File: config.mk
export PLATFORM = sky130hd
export DESIGN_NAME = shield_edf_n
export DESIGN_NICKNAME = d
export VERILOG_FILES = /design/src/rtl/shield_pkg.sv /design/src/rtl/shield_edf_n_chk.sv /design/src/rtl/shield_edf_pick.sv /design/src/rtl/shield_edf_n.sv
export SDC_FILE = /design/constraint.sdc
export NUM_CORES = 1
export LEC_CHECK = 0
export CORE_AREA = 4 4 41 43
export DETAILED_ROUTE_END_ITERATION = 8
export DIE_AREA = 0 0 45 47
export GPL_TIMING_DRIVEN = 0
export PLACE_DENSITY_LB_ADDON = 0.25
export SYNTH_ARGS = -nofsm -noshare
export SYNTH_HDL_FRONTEND = slang
export SYNTH_HIERARCHICAL = 1
export SYNTH_SLANG_ARGS = --single-unit
File: constraint.sdc
create_clock -name clock -period 8 [get_ports clock]
set_clock_uncertainty 0.2 [all_clocks]
set_input_delay 2.4 -clock clock [delete_from_list [all_inputs] [get_ports clock]]
set_output_delay 2.4 -clock clock [all_outputs]
set_load 0.1 [all_outputs]
File: src/rtl/shield_pkg.sv
// Shared types, bounds and helpers for the shield_edf_n runtime safety shield.
package shield_pkg;

  localparam int MAX_N        = 8;
  localparam int MAX_DEADLINE = 15;

  typedef enum logic [0:0] {
    ST_PASS    = 1'b0,
    ST_RECOVER = 1'b1
  } state_e;

  function automatic int clog2(input int v);
    int r;
    r = 0;
    for (int i = 0; i < 31; i++) begin
      if ((32'sd1 <<< i) < v) begin
        r = i + 1;
      end else begin
        r = r;
      end
    end
    return r;
  endfunction

  function automatic logic [3:0] popcount8(input logic [MAX_N-1:0] v);
    logic [3:0] c;
    c = 4'd0;
    for (int i = 0; i < MAX_N; i++) begin
      c = c + {3'd0, v[i]};
    end
    return c;
  endfunction

endpackage

File: src/rtl/shield_edf_n_chk.sv
// Invariant checker for shield_edf_n: a pending channel always has slack left.
module shield_edf_n_chk #(
  parameter int N  = 2,
  parameter int SW = 2
) (
  input logic                 clock,
  input logic                 reset,
  input logic [N-1:0]         pend,
  input logic [N-1:0][SW-1:0] slack
);

  for (genvar i = 0; i < N; i++) begin : g_ch
    a_slack_pos: assert property (@(posedge clock) disable iff (reset)
      pend[i] |-> (slack[i] != '0));
  end

endmodule

File: src/rtl/shield_edf_pick.sv
// Earliest-deadline-first selector: one-hot grant to the active channel with the
// smallest slack, ties to the lowest index, all-zero when nothing is active.
module shield_edf_pick
  import shield_pkg::*;
#(
  parameter int N  = 2,
  parameter int SW = 2
) (
  input  logic [N-1:0]         ep,
  input  logic [N-1:0][SW-1:0] es,
  output logic [N-1:0]         grant
);

  logic [SW-1:0] best_s;
  logic          found_s;

  // Linear scan; strict less-than keeps the lowest index on ties
  always_comb begin
    grant   = '0;
    best_s  = '1;
    found_s = 1'b0;
    for (int i = 0; i < N; i++) begin
      if (ep[i] && (!found_s || (es[i] < best_s))) begin
        found_s  = 1'b1;
        best_s   = es[i];
        grant    = '0;
        grant[i] = 1'b1;
      end else begin
        found_s = found_s;
      end
    end
  end

endmodule

File: src/rtl/shield_edf_n.sv
// N-channel mutex/no-spurious/deadline shield with EDF fallback and sticky recovery.
// Define SHIELD_STATS_EN to add the saturating dev_cnt deviation counter port.
module shield_edf_n
  import shield_pkg::*;
#(
  parameter int N           = 2,
  parameter int DEADLINE    = 3,
  parameter int RECOVER_CYC = 2,
  parameter int CNT_W       = 16
) (
  input  logic             clock,
  input  logic             reset,
  input  logic [N-1:0]     req,
  input  logic [N-1:0]     sys_grant,
  output logic [N-1:0]     shd_grant,
  output logic             deviate,
  output logic             recovering
`ifdef SHIELD_STATS_EN
  ,
  output logic [CNT_W-1:0] dev_cnt
`endif
);

  localparam int SW = clog2(DEADLINE + 1);
  localparam int RW = clog2(RECOVER_CYC + 2);

  if (N < 1 || N > MAX_N || DEADLINE < N || DEADLINE > MAX_DEADLINE || CNT_W < 1)
  begin : g_param_err
    $error("shield_edf_n: illegal N/DEADLINE/CNT_W combination");
  end

  logic [N-1:0]         pend_r;
  logic [N-1:0][SW-1:0] slack_r;
  state_e               state_r;
  logic [RW-1:0]        rcnt_r;

  logic [N-1:0]         ep_s;
  logic [N-1:0][SW-1:0] es_s;
  logic [N-1:0]         edf_s;
  logic                 legal_s;
  logic [N-1:0]         shd_s;
  logic                 dev_s;

  // Effective pending/slack: a fresh request starts with the full deadline
  always_comb begin
    ep_s = pend_r | req;
    es_s = '0;
    for (int i = 0; i < N; i++) begin
      if (pend_r[i]) begin
        es_s[i] = slack_r[i];
      end else begin
        es_s[i] = SW'(DEADLINE);
      end
    end
  end

  shield_edf_pick #(
    .N  (N),
    .SW (SW)
  ) u_pick (
    .ep    (ep_s),
    .es    (es_s),
    .grant (edf_s)
  );

  // Legality of the proposed grant; the window sweep keeps every future deadline reachable
  always_comb begin
    logic [3:0] cnt_v;
    cnt_v   = 4'd0;
    legal_s = (popcount8(MAX_N'(sys_grant)) <= 4'd1) && ((sys_grant & ~ep_s) == '0);
    for (int k = 0; k < DEADLINE; k++) begin
      cnt_v = 4'd0;
      for (int i = 0; i < N; i++) begin
        if (ep_s[i] && !sys_grant[i] && (es_s[i] <= SW'(k + 1))) begin
          cnt_v = cnt_v + 4'd1;
        end else begin
          cnt_v = cnt_v;
        end
      end
      if (cnt_v > 4'(k)) begin
        legal_s = 1'b0;
      end else begin
        legal_s = legal_s;
      end
    end
  end

  // Output selection: pass-through when legal in PASS, otherwise EDF
  always_comb begin
    shd_s = '0;
    dev_s = 1'b0;
    if (reset) begin
      shd_s = '0;
      dev_s = 1'b0;
    end else if (state_r == ST_RECOVER) begin
      shd_s = edf_s;
      dev_s = (edf_s != sys_grant);
    end else if (legal_s) begin
      shd_s = sys_grant;
      dev_s = 1'b0;
    end else begin
      shd_s = edf_s;
      dev_s = (edf_s != sys_grant);
    end
  end

  assign shd_grant  = shd_s;
  assign deviate    = dev_s;
  assign recovering = !reset && (state_r == ST_RECOVER);

  // Obligation tracking and recovery FSM
  always_ff @(posedge clock) begin
    if (reset) begin
      pend_r  <= '0;
      slack_r <= '0;
      state_r <= ST_PASS;
      rcnt_r  <= '0;
    end else begin
      for (int i = 0; i < N; i++) begin
        if (shd_s[i]) begin
          pend_r[i]  <= 1'b0;
          slack_r[i] <= '0;
        end else if (ep_s[i]) begin
          pend_r[i]  <= 1'b1;
          slack_r[i] <= es_s[i] - SW'(1);
        end else begin
          pend_r[i]  <= 1'b0;
          slack_r[i] <= '0;
        end
      end
      case (state_r)
        ST_PASS: begin
          if (dev_s && (RECOVER_CYC > 0)) begin
            state_r <= ST_RECOVER;
            rcnt_r  <= RW'(RECOVER_CYC);
          end else begin
            state_r <= ST_PASS;
            rcnt_r  <= '0;
          end
        end
        ST_RECOVER: begin
          if (rcnt_r <= RW'(1)) begin
            state_r <= ST_PASS;
            rcnt_r  <= '0;
          end else begin
            state_r <= ST_RECOVER;
            rcnt_r  <= rcnt_r - RW'(1);
          end
        end
        default: begin
          state_r <= ST_PASS;
          rcnt_r  <= '0;
        end
      endcase
    end
  end

`ifdef SHIELD_STATS_EN
  logic [CNT_W-1:0] dev_cnt_r;

  // Saturating count of deviating cycles
  always_ff @(posedge clock) begin
    if (reset) begin
      dev_cnt_r <= '0;
    end else if (dev_s && (dev_cnt_r != '1)) begin
      dev_cnt_r <= dev_cnt_r + CNT_W'(1);
    end else begin
      dev_cnt_r <= dev_cnt_r;
    end
  end

  assign dev_cnt = dev_cnt_r;
`endif

  shield_edf_n_chk #(
    .N  (N),
    .SW (SW)
  ) u_chk (
    .clock (clock),
    .reset (reset),
    .pend  (pend_r),
    .slack (slack_r)
  );

endmodule

---- Word-level counts from Yosys, hierarchy flattened ----
Cells that the tools add are included.
word-level totals
  bits in registers ....................... 9
  word-level logic and storage cells ...... 81
  bits of input ports ..................... 6
  output and inout bits ................... 4
cells by class
  $add $sub $neg .......................... 7
  muxes and demuxes ....................... 28
  reduce and logical (&&, ||, !) cells .... 21
  bitwise gates (word level) .............. 6
  eq/ne operators ......................... 1
  order comparisons ....................... 12
operator list
  operator             count
  $mux 2               9
  $mux 1               14
  $add 4x1->4 const B  3
  $mux 4               3
  $logic_and 1x1->1    11
  $gt 4x1->1 const B   2
  $le 2x1->1 const B   4
  $le 2x2->1 const B   4
  $reduce_or 3->1      2
  $sub 2x1->2 const B  3
  $gt 4x2->1 const B   1
  $logic_not 1->1      4
  $pmux 2 s2           1
  $reduce_or 2->1      2
  $not 1->1            3
  $add 1x1->2          1
  $and 2x2->2          1
  $logic_not 2->1      1
  $lt 2x2->1           1
  $ne 2x2->1           1
  $not 2->2            1
  $or 2x2->2           1
  $pmux 1 s2           1
  $logic_or 1x1->1     1

---- Longest topological paths before layout ----
Gate-level depths: netlist of the first run.
  depth in word-level cells ............... 15
  depth in mapped cells ................... 11
  mapped depth without buffers ............ 11

---- Hierarchy ----
Netlist of the first run, hierarchy kept.
by module, submodules not included
  module           instances  sequential area each (µm²)  cells an instance  area an instance (µm²)
  shield_edf_n     1          180.2                       64                 578.1
  shield_edf_pick  1          0.0                         8                  60.1

---- Worst setup path after synthesis of the first run ----
Ideal clock, no wire load.
  path type ............................... input -> output
  start point ............................. input port req[0]
  end point ............................... output port deviate
  arrival time ............................ 5.825 ns
  path slack .............................. -0.425 ns
  stages on the path ...................... 10
  path buffers ............................ 0
  required time ........................... 5.400 ns
  cells stage by stage .................... nor2_1 inv_1 inv_1 nor2_1 ha_1 nand2_1 o221ai_1 xor2_1 nor2_1 nor3_1
on the way
  elaborated cells on any way between the ends .. 36
  those cells by class .................... 3 x add/sub; 4 x order compare; 1 x eq/ne; 16 x mux; 3 x bitwise; 9 x reduce/logical
RTL lines
  item                                                  RTL line                                 text
  start: declaration                                    shield_edf_n.sv:13                       input logic [N-1:0] req,
  $or 2x2->2 (*)                                        shield_edf_n.sv:46                       ep_s = pend_r | req;
  named net ep_s[0]                                     shield_edf_n.sv:37                       logic [N-1:0] ep_s;
  $mux 2 / $mux 1 (equally long branches)               shield_edf_pick.sv:23                    if (ep[i] && (!found_s || (es[i] < best_s))) begin
  $lt 2x2->1 / $logic_not 1->1 (equally long branches)  shield_edf_pick.sv:23
  $logic_or 1x1->1                                      shield_edf_pick.sv:23
  $logic_and 1x1->1                                     shield_edf_pick.sv:23
  $mux 2 (*)                                            shield_edf_pick.sv:23
  named net edf_s[0]                                    shield_edf_n.sv:39                       logic [N-1:0] edf_s;
  $ne 2x2->1 (*)                                        shield_edf_n.sv:97, shield_edf_n.sv:103
  $mux 1                                                shield_edf_n.sv:98                       end else if (legal_s) begin
  $mux 1 (*)                                            shield_edf_n.sv:95                       end else if (state_r == ST_RECOVER) begin
  $mux 1 (*)                                            shield_edf_n.sv:92                       if (reset) begin
  end: declaration                                      shield_edf_n.sv:16                       output logic deviate,
Mark *: on every way through the listed nets, which the timed path passes. The rest lies on a longest branch.

---- Worst setup path after layout of the first run ----
  start point ............................. input port sys_grant[1]
  end point ............................... output port shd_grant[1]
on the way
  longest elaborated chain between the ends .. 11
  elaborated cells on any way between the ends .. 22
  those cells by class .................... 1 x add/sub; 4 x order compare; 9 x mux; 1 x bitwise; 7 x reduce/logical
ends and longest elaborated chain
  item                             RTL line            text
  start: declaration               shield_edf_n.sv:14  input logic [N-1:0] sys_grant,
  $logic_not 1->1                  shield_edf_n.sv:74  if (ep_s[i] && !sys_grant[i] && (es_s[i] <= SW'(k + 1))) begin
  $logic_and 1x1->1 (2 in series)  shield_edf_n.sv:74
  $mux 4                           shield_edf_n.sv:74
  $gt 4x1->1                       shield_edf_n.sv:80  if (cnt_v > 4'(k)) begin
  $mux 1 (3 in series)             shield_edf_n.sv:80
  $mux 2 (*)                       shield_edf_n.sv:98
  $mux 2 (*)                       shield_edf_n.sv:95
  $mux 2 (*)                       shield_edf_n.sv:92
  end: declaration                 shield_edf_n.sv:15  output logic [N-1:0] shd_grant,
Every way passes the cells marked *; elsewhere a longest branch is shown, timed or not.

==> metrics.md, run 1 <==
| Metric | Value |
|---|---|
| Worst Tran Pin Value | between 0.9 and 1 ns |
| Total Nets Final | 93 |
| Number of distinct standard cells referenced by the synthesized netlist | 29 |
| Count of vias placed by the detailed router | 568 |
| Overflow left after global routing | 0 |
| Number of enable flip-flop cells after synthesis | 0 |
| Synthesized instance count | 72 |
| Kind of end point of the critical path | output pin |
| Slew Limit Fails | 0 |
| Post-synthesis instance area | roughly 640 um^2 |
| First-pass GRT wire length | 2.44 mm |
| Per-cell routed wire length | 13.8 um |
| Total wire length after detailed routing | approximately 1.3 mm |
| Max IR drop VDD | around 180 uV |
| Filler cells | 131 |
| Global routing usage summed across all routing layers | 16.5% |
| Post-synthesis share of cell area spent on and, or, nand and nor gates | between 20 and 30% |
| Final setup violation count | 0 |
| Shortest clock period the worst path allows after layout | slightly below 8 ns |
| Clock root cell | sky130_fd_sc_hd__clkbuf_4 |
| Cell Count, Final, Fillers Out | 98 |
| Placer Congestion | 0.807 |
| Number of rows in the core area | 13 |
| Largest incremental delay on the critical path | just under 0.9 ns |
| Number of placed instances with taps included | 94 |
| TritonCTS buffer count | 3 |
| Outcome | complete, no violations |
| Latest clock arrival within the worst-skew pair | ~0.27 ns |
| Compound-gate portion of the synthesized area | between 10% and 20% |
| Growth of design area from synthesis to finish | 18.0% |
| Tcrit/Tclk final | just under 100% |
| Max-slew headroom | 35.4% |
| Cell accounting for the most synthesized area | sky130_fd_sc_hd__dfxtp_1 |
| FF+latch count, synth | 9 |
| Cell with the largest stage delay on the worst path | sky130_fd_sc_hd__dlygate4sd2_1 |
| Static leakage | 0.333 nW |
| Area after DPL | 732 um^2 |
| Count of buffers added by post-CTS timing repair for setup | 0 |
| Critical path data required time | between 5 and 6 ns |
| Worst hold path type | reg2reg |
| Crit Path Class | in2out |
| Final Core Density | a little under 60% |
| Average footprint of a synthesized cell | between 8 and 9 um^2 |
| Most frequently used cell type in the post-synthesis netlist | sky130_fd_sc_hd__dfxtp_1 |
| CTS sink count | 9 |
| # DRC | 0 |
| Top-area cell type share of the netlist area | between 20% and 30% |
| Chain of cells forming the critical path | clkdlybuf4s50_1 > or4_1 > or3_4 > and3_4 > buf_6 > a211oi_2 > dlygate4sd2_1 |
| Worst setup SP type | input pin |
| Sequential element share of the synthesized area | 28.2% |
| Highest clock frequency the design can meet | ~130 MHz |
| Final instance area | 753 um^2 |
| HPWL reported at the end of detailed placement | 948 um |
| Placeable core area | 0.00130 mm^2 |
| Clock-pin slew on the worst setup and hold paths | approximately 0.060 ns |
| Maximum number of pins on one net before global-route repair | 11 |
| First-pass detailed-route iteration total | 4 |
| CTS HTree Levels | 1 |
| Fraction of the mapped netlist area in adder cells | under 10% |
| Effective utilization at floorplan | 49.0% |
| Leading cell types by count after synthesis | sky130_fd_sc_hd__dfxtp_1, sky130_fd_sc_hd__inv_1, sky130_fd_sc_hd__nor3_1 |
| I/O Pins | 10 |
| RSZ-0062 raised after global routing | no |
| First DRT Iteration DRCs | 27 |
| Areal power density over the cells | around 280 mW/mm^2 |
| Overall die width | around 45 um |
| # diodes | 0 |
| Synth Net Count | 81 |
| Via count of the first global-routing pass | roughly 550 |
| PortBufs | 7 |
| Top FF cell, synth | sky130_fd_sc_hd__dfxtp_1 |
| Arrival time at the worst endpoint | between 5 and 6 ns |
| Number of warnings issued by yosys | 6 |
| Async SR Flop Fraction | 0% |
| Final number of hold-violating endpoints | 0 |
| Worst setup slack before clock tree synthesis | -0.282 ns |
| Die height | approximately 47 um |
| Floorplan die area | approximately 0.0021 mm^2 |
| Xor/xnor share of the synthesized area | approximately 2.7% |
| Least setup slack across all paths after layout | between 0.2 and 0.25 ns |
| Largest cells by area after synthesis | sky130_fd_sc_hd__dfxtp_1, sky130_fd_sc_hd__o211a_1, sky130_fd_sc_hd__ha_1 |
| Number of max-cap violations | 0 |
| Via count normalized by instance count | between 5 and 6 |
| Largest family of logic cells by synthesized area | simple AND/OR/NAND/NOR gates |
| Share of layout cells above drive strength 1 | just over 20% |
| Buffers from clock root to sink, at most | 2 |
| Initial antenna violation count | 0 |
| Worst-path fanout max | 10 |
| Multiplexer area fraction after synthesis | ~6.5% |
| Remaining number of nets flagged by the antenna check after routing | 0 |
| Clock tree from TritonCTS | done |
==> kinds of logic (layout without fill, tap and decap cells) <==
group,count (synthesis),after routing
AO/OA/AOI/OAI,13,13
multiplexers,3,3
AND/OR/NAND/NOR,31,31
XOR/XNOR,2,2
adder cells (fa/ha/maj),3,3
flip-flops,9,9
buffers and inverters,11,22
==> report_power, final <==
part           internal (mW)  total (mW)  switching [mW]
sequential            0.0535      0.0591         0.00563
clock                 0.0193      0.0371          0.0178
combinational         0.0403       0.118          0.0779
total                  0.113       0.214           0.101
==> repair_timing <==
action / in CTS / in global routing
setup endpoints to repair: 3 / 1
gates resized for setup: 6 / 1
hold buffers: 0 / 0
endpoints found under the hold margin: 0 / 0
==> layer usage <==
layer	part of all wire (%)	vias to the layer above	GRT usage (%)	routed length, um
li1	-	286	-	-
met1	46	258	20.2	619
met2	45	18	25.1	606
met3	5.9	6	3.83	79
met4	3.2	0	12.3	43
met5	0	-	0	0
==> worst paths after layout <==
path / from / slack, ns / cells past startpoint / endpoint
worst max register to register: pend_r[0] / 5.25 / 11 / rcnt_r[1]
worst min-delay path: rcnt_r[0] / 0.23 / 1 / rcnt_r[0]
worst min register to register: rcnt_r[0] / 0.23 / 1 / rcnt_r[0]
worst max-delay path: sys_grant[1] / 0.20 / 7 / shd_grant[1]
==> worst max-delay path: cells and delay by family <==
| family | cells | cell delay, ns |
|---|---|---|
| compound gates | 1 | 0.20 |
| buf+inv | 3 | 1.52 |
| simple gates | 3 | 1.08 |
==> cell usage in the layout (no fill, tap or decap), types with 2 or more instances in the layout <==
cell	count
sky130_fd_sc_hd__inv_1	7
sky130_fd_sc_hd__nor3b_1	2
sky130_fd_sc_hd__buf_6	2
sky130_fd_sc_hd__nand2b_1	4
sky130_fd_sc_hd__mux2_4	2
sky130_fd_sc_hd__ha_1	3
sky130_fd_sc_hd__a211oi_2	2
sky130_fd_sc_hd__nor4_1	2
sky130_fd_sc_hd__nor3_1	6
sky130_fd_sc_hd__a31oi_1	2
sky130_fd_sc_hd__o211a_1	4
sky130_fd_sc_hd__clkdlybuf4s50_1	4
sky130_fd_sc_hd__clkbuf_4	3
sky130_fd_sc_hd__nor2_1	6
sky130_fd_sc_hd__dfxtp_1	9
sky130_fd_sc_hd__nand2_1	3
sky130_fd_sc_hd__xor2_1	2
sky130_fd_sc_hd__clkbuf_1	3
==> flip-flops by register name, summed over array words and instances, names as in the netlist <==
name / flops
slack_r: 4
pend_r: 2
state_r: 1
rcnt_r: 2
==> final cells by class <==
cell class / instances / area [um^2] / area share, %
multi-input combinational: 52 / 407 / 54.0
sequential: 9 / 180 / 23.9
timing repair buffer: 7 / 65.1 / 8.64
buffer: 4 / 30.0 / 3.99
clock buffer: 4 / 26.3 / 3.49
inverter: 7 / 26.3 / 3.49
tap: 15 / 18.8 / 2.49
==> through the flow <==
step           hold slack (ns)  setup TNS, ns  power (mW)
6_report                 0.226              0       0.214
5_1_grt                  0.257              0       0.229
4_1_cts                  0.227              0       0.217
3_5_place_dp             0.218         -0.624       0.180
3_3_place_gp             0.211         -0.620       0.178
2_1_floorplan            0.200              0       0.157
Note: power is estimated with default switching activity, not from simulation.
==> run 2, diff against run 1 <==
--- a/config.mk
+++ b/config.mk
@@ -12,5 +12,4 @@
 export PLACE_DENSITY_LB_ADDON = 0.25
 export SYNTH_ARGS = -nofsm -noshare
 export SYNTH_HDL_FRONTEND = slang
-export SYNTH_HIERARCHICAL = 1
 export SYNTH_SLANG_ARGS = --single-unit
==> run 2 against run 1 <==
Flip-flop and latch count stayed put. Cell count is 11% lower. Non-clock buffer count is 2 lower. Core utilization is 8.3 points lower. Critical endpoint unchanged. Largest cell class unchanged. Largest power group unchanged.
==> metrics.md, run 2 <==
| Metric | Value |
|---|---|
| Top-area cell type share of the netlist area | between 30% and 40% |
| Cell accounting for the most synthesized area | sky130_fd_sc_hd__dfxtp_1 |
| Sequential element share of the synthesized area | 35.3% |
| Origin of the worst min-delay path | rcnt_r[0] |
| Clock-pin slew on the worst setup and hold paths | about 0.060 ns |
| Initial antenna violation count | 0 |
| Floorplan die area | about 0.0021 mm^2 |
| Number of distinct standard cells referenced by the synthesized netlist | 27 |
| First-pass detailed-route iteration total | 2 |
| Max IR drop VDD | roughly 110 uV |
| Static leakage | between 0.2 and 0.3 nW |
| Tcrit/Tclk final | 98.3% |
| Largest cells by area after synthesis | sky130_fd_sc_hd__dfxtp_1, sky130_fd_sc_hd__ha_1, sky130_fd_sc_hd__nor2_1 |
| Leading cell types by count after synthesis | sky130_fd_sc_hd__dfxtp_1, sky130_fd_sc_hd__nor2_1, sky130_fd_sc_hd__inv_1, sky130_fd_sc_hd__o21ai_0 |
| PnR Total Power | 158 uW |
| TritonCTS buffer count | 3 |
| Crit Reg-Reg Endpoint | slack_r[3] |
| Highest clock frequency the design can meet | between 100 and 150 MHz |
| Worst setup SP type | input pin |
| Overflow left after global routing | 0 |
| Count of buffers added by post-CTS timing repair for setup | 0 |
| Number of max-cap violations | 0 |
| Synthesized instance count | slightly below 60 |
| Effective utilization at floorplan | 39.2% |
| Number of warnings issued by yosys | 0 |
| Switching fraction of total power | between 40% and 50% |
| I/O Pins | 10 |
| First DRT Iteration DRCs | 9 |
| Clock tree from TritonCTS | done |
| Cell Count, Final, Fillers Out | 87 |
| Internal cell power | between 90 and 100 uW |
| # DRC | 0 |
| Latest clock arrival within the worst-skew pair | 0.26 ns |
| Top FF cell, synth | sky130_fd_sc_hd__dfxtp_1 |
| Number of cells traversed by the worst hold path | 1 |
| Worst-path fanout max | 6 |
| Number of placed instances with taps included | 83 |
| Areal power density over the cells | 245 mW/mm^2 |
| Total Nets Final | approximately 80 |
| Largest regs | slack_r x4, pend_r x2, rcnt_r x2 |
| Worst Tran Pin Value | 0.975 ns |
| R2R Setup Slk | between 5 and 6 ns |
| Final setup violation count | 0 |
| Count of vias placed by the detailed router | 451 |
| Async SR Flop Fraction | 0% |
| Net load switching power | roughly 65 uW |
| RSZ-0062 raised after global routing | no |
| Share of layout cells above drive strength 1 | about an eighth |
| PortBufs | 9 |
| Final number of hold-violating endpoints | 0 |
| Critical path data required time | 5.40 ns |
| Total wire length after detailed routing | about 1.1 mm |
| Startpoint of the lowest-slack register-to-register path | pend_r[1] |
| Hold buffer count at cts | 0 |
| FF+latch count, synth | 9 |
| Post-cts resize count | 0 |
| Max-slew headroom | roughly a third |
| Leading cell types in the layout, fill and taps excluded | sky130_fd_sc_hd__clkdlybuf4s50_1, sky130_fd_sc_hd__dfxtp_1, sky130_fd_sc_hd__nor2_1 |
| Global routing usage summed across all routing layers | between 10% and 20% |
| Via count normalized by instance count | 5.18 |
| Max FFs per register | 4 |
| Maximum number of pins on one net before global-route repair | 8 |
| Outcome | complete, no violations |
| Remaining number of nets flagged by the antenna check after routing | 0 |
| Clock share of power | about 22% |
| CTS sink count | 9 |
| Buffers from clock root to sink, at most | 2 |
| Average footprint of a synthesized cell | approximately 8.7 um^2 |
| Most frequently used cell type in the post-synthesis netlist | sky130_fd_sc_hd__dfxtp_1 |
| Reg with most FFs | slack_r |
| Worst hold path type | reg2reg |
| Crit Path Class | in2out |
| Synth Net Count | 68 |
| Worst reg2reg path depth | 6 |
| Hold path endpoint | rcnt_r[0] |
| # diodes | 0 |
| Tightest hold margin | 0.212 ns |
| Share of power burned in registers | between 30% and 40% |
| Die height | 47 um |
| HPWL reported at the end of detailed placement | 826 um |
| Placer Congestion | 0.766 |
| Number of rows in the core area | 13 |
| First-pass GRT wire length | between 1.5 and 2 mm |
| Slew Limit Fails | 0 |
| Shortest clock period the worst path allows after layout | ~8 ns |
| Overall die width | around 45 um |
| Number of enable flip-flop cells after synthesis | 0 |
| Growth of design area from synthesis to finish | 26.5% |
| Kind of end point of the critical path | output pin |
| Clock root cell | sky130_fd_sc_hd__clkbuf_4 |
| Post-synthesis instance area | approximately 500 um^2 |
| CTS HTree Levels | 1 |
| Placeable core area | around 0.0013 mm^2 |
| Via count of the first global-routing pass | approximately 450 |
| Final setup TNS | 0 ns |
| Share of power burned in combinational logic | 43.2% |
| Arrival time at the worst endpoint | roughly 5.3 ns |
| Per-cell routed wire length | 12.2 um |
run 2: cell count changes in the layout (fill, tap and decap cells not counted), moves of 3 or more:
cell / previous run / this run
sky130_fd_sc_hd__o211a_1: 4 / 0
sky130_fd_sc_hd__clkdlybuf4s50_1: 4 / 9
sky130_fd_sc_hd__nor3_1: 6 / 3
sky130_fd_sc_hd__o21ai_0: 1 / 5
run 2: cell type report:
class / count / area, um^2
clock buffers: 4 / 26.3
fillers: 132 / 656
inverters: 5 / 18.8
multi-input cells: 45 / 312
flip-flops and latches: 9 / 180
well taps: 15 / 18.8
repair buffers: 9 / 90.1
run 2: worst max-delay path by stage:
stage / from / end / slack [ns] / cells past startpoint
2_1_floorplan: req[0] / shd_grant[0] / 0.86 / 5
3_3_place_gp: sys_grant[1] / shd_grant[1] / 0.15 / 7
3_5_place_dp: sys_grant[1] / shd_grant[1] / 0.15 / 7
4_1_cts: sys_grant[1] / shd_grant[1] / 0.13 / 7
5_1_grt: sys_grant[1] / shd_grant[1] / 0.04 / 7
6_report: sys_grant[1] / shd_grant[1] / 0.14 / 7
run 2: cells by family (layout without fill, tap and decap cells):
kind of cell	Yosys count	in the layout	share of synthesized area, %
simple gates	27	27	29.2
compound gates	14	14	22.5
flops	9	9	35.3
buf+inv	5	18	3.68
fa+ha+maj	3	3	7.35
mux	1	1	1.96
run 2: critical path: stages:
cell and delay, ns:
sky130_fd_sc_hd__clkdlybuf4s50_1 0.57, sky130_fd_sc_hd__o21ba_1 0.20, sky130_fd_sc_hd__and2_1 0.19, sky130_fd_sc_hd__o21ai_2 0.22
sky130_fd_sc_hd__mux2i_1 0.36, sky130_fd_sc_hd__and2_1 0.18, sky130_fd_sc_hd__clkdlybuf4s50_1 1.13
run 2: power groups by stage:
stage	clock (mW)	combinational, mW	sequential, mW
finish	0.0343	0.0683	0.0554
global route	0.0375	0.0735	0.0561
CTS	0.0366	0.0688	0.0554
detailed placement	0	0.0683	0.0565
global placement	0	0.0680	0.0562
floorplan	0	0.0530	0.0551
run 2: metal layers:
metal	vias to the layer above	wire [um]	track usage [%]
met5	-	0	0
met4	0	24	10.5
met3	4	61	3.07
met2	10	475	19.5
met1	199	499	12.9
li1	238	-	-
run 2: metrics by stage:
step / util (%) / cell area [um^2] / worst slack, ns
2_1_floorplan: - / 510 / 0.857
3_3_place_gp: 47.6 / 619 / 0.148
3_5_place_dp: 47.6 / 619 / 0.149
4_1_cts: 49.6 / 646 / 0.133
5_1_grt: 49.6 / 646 / 0.0393
6_report: 49.6 / 646 / 0.135
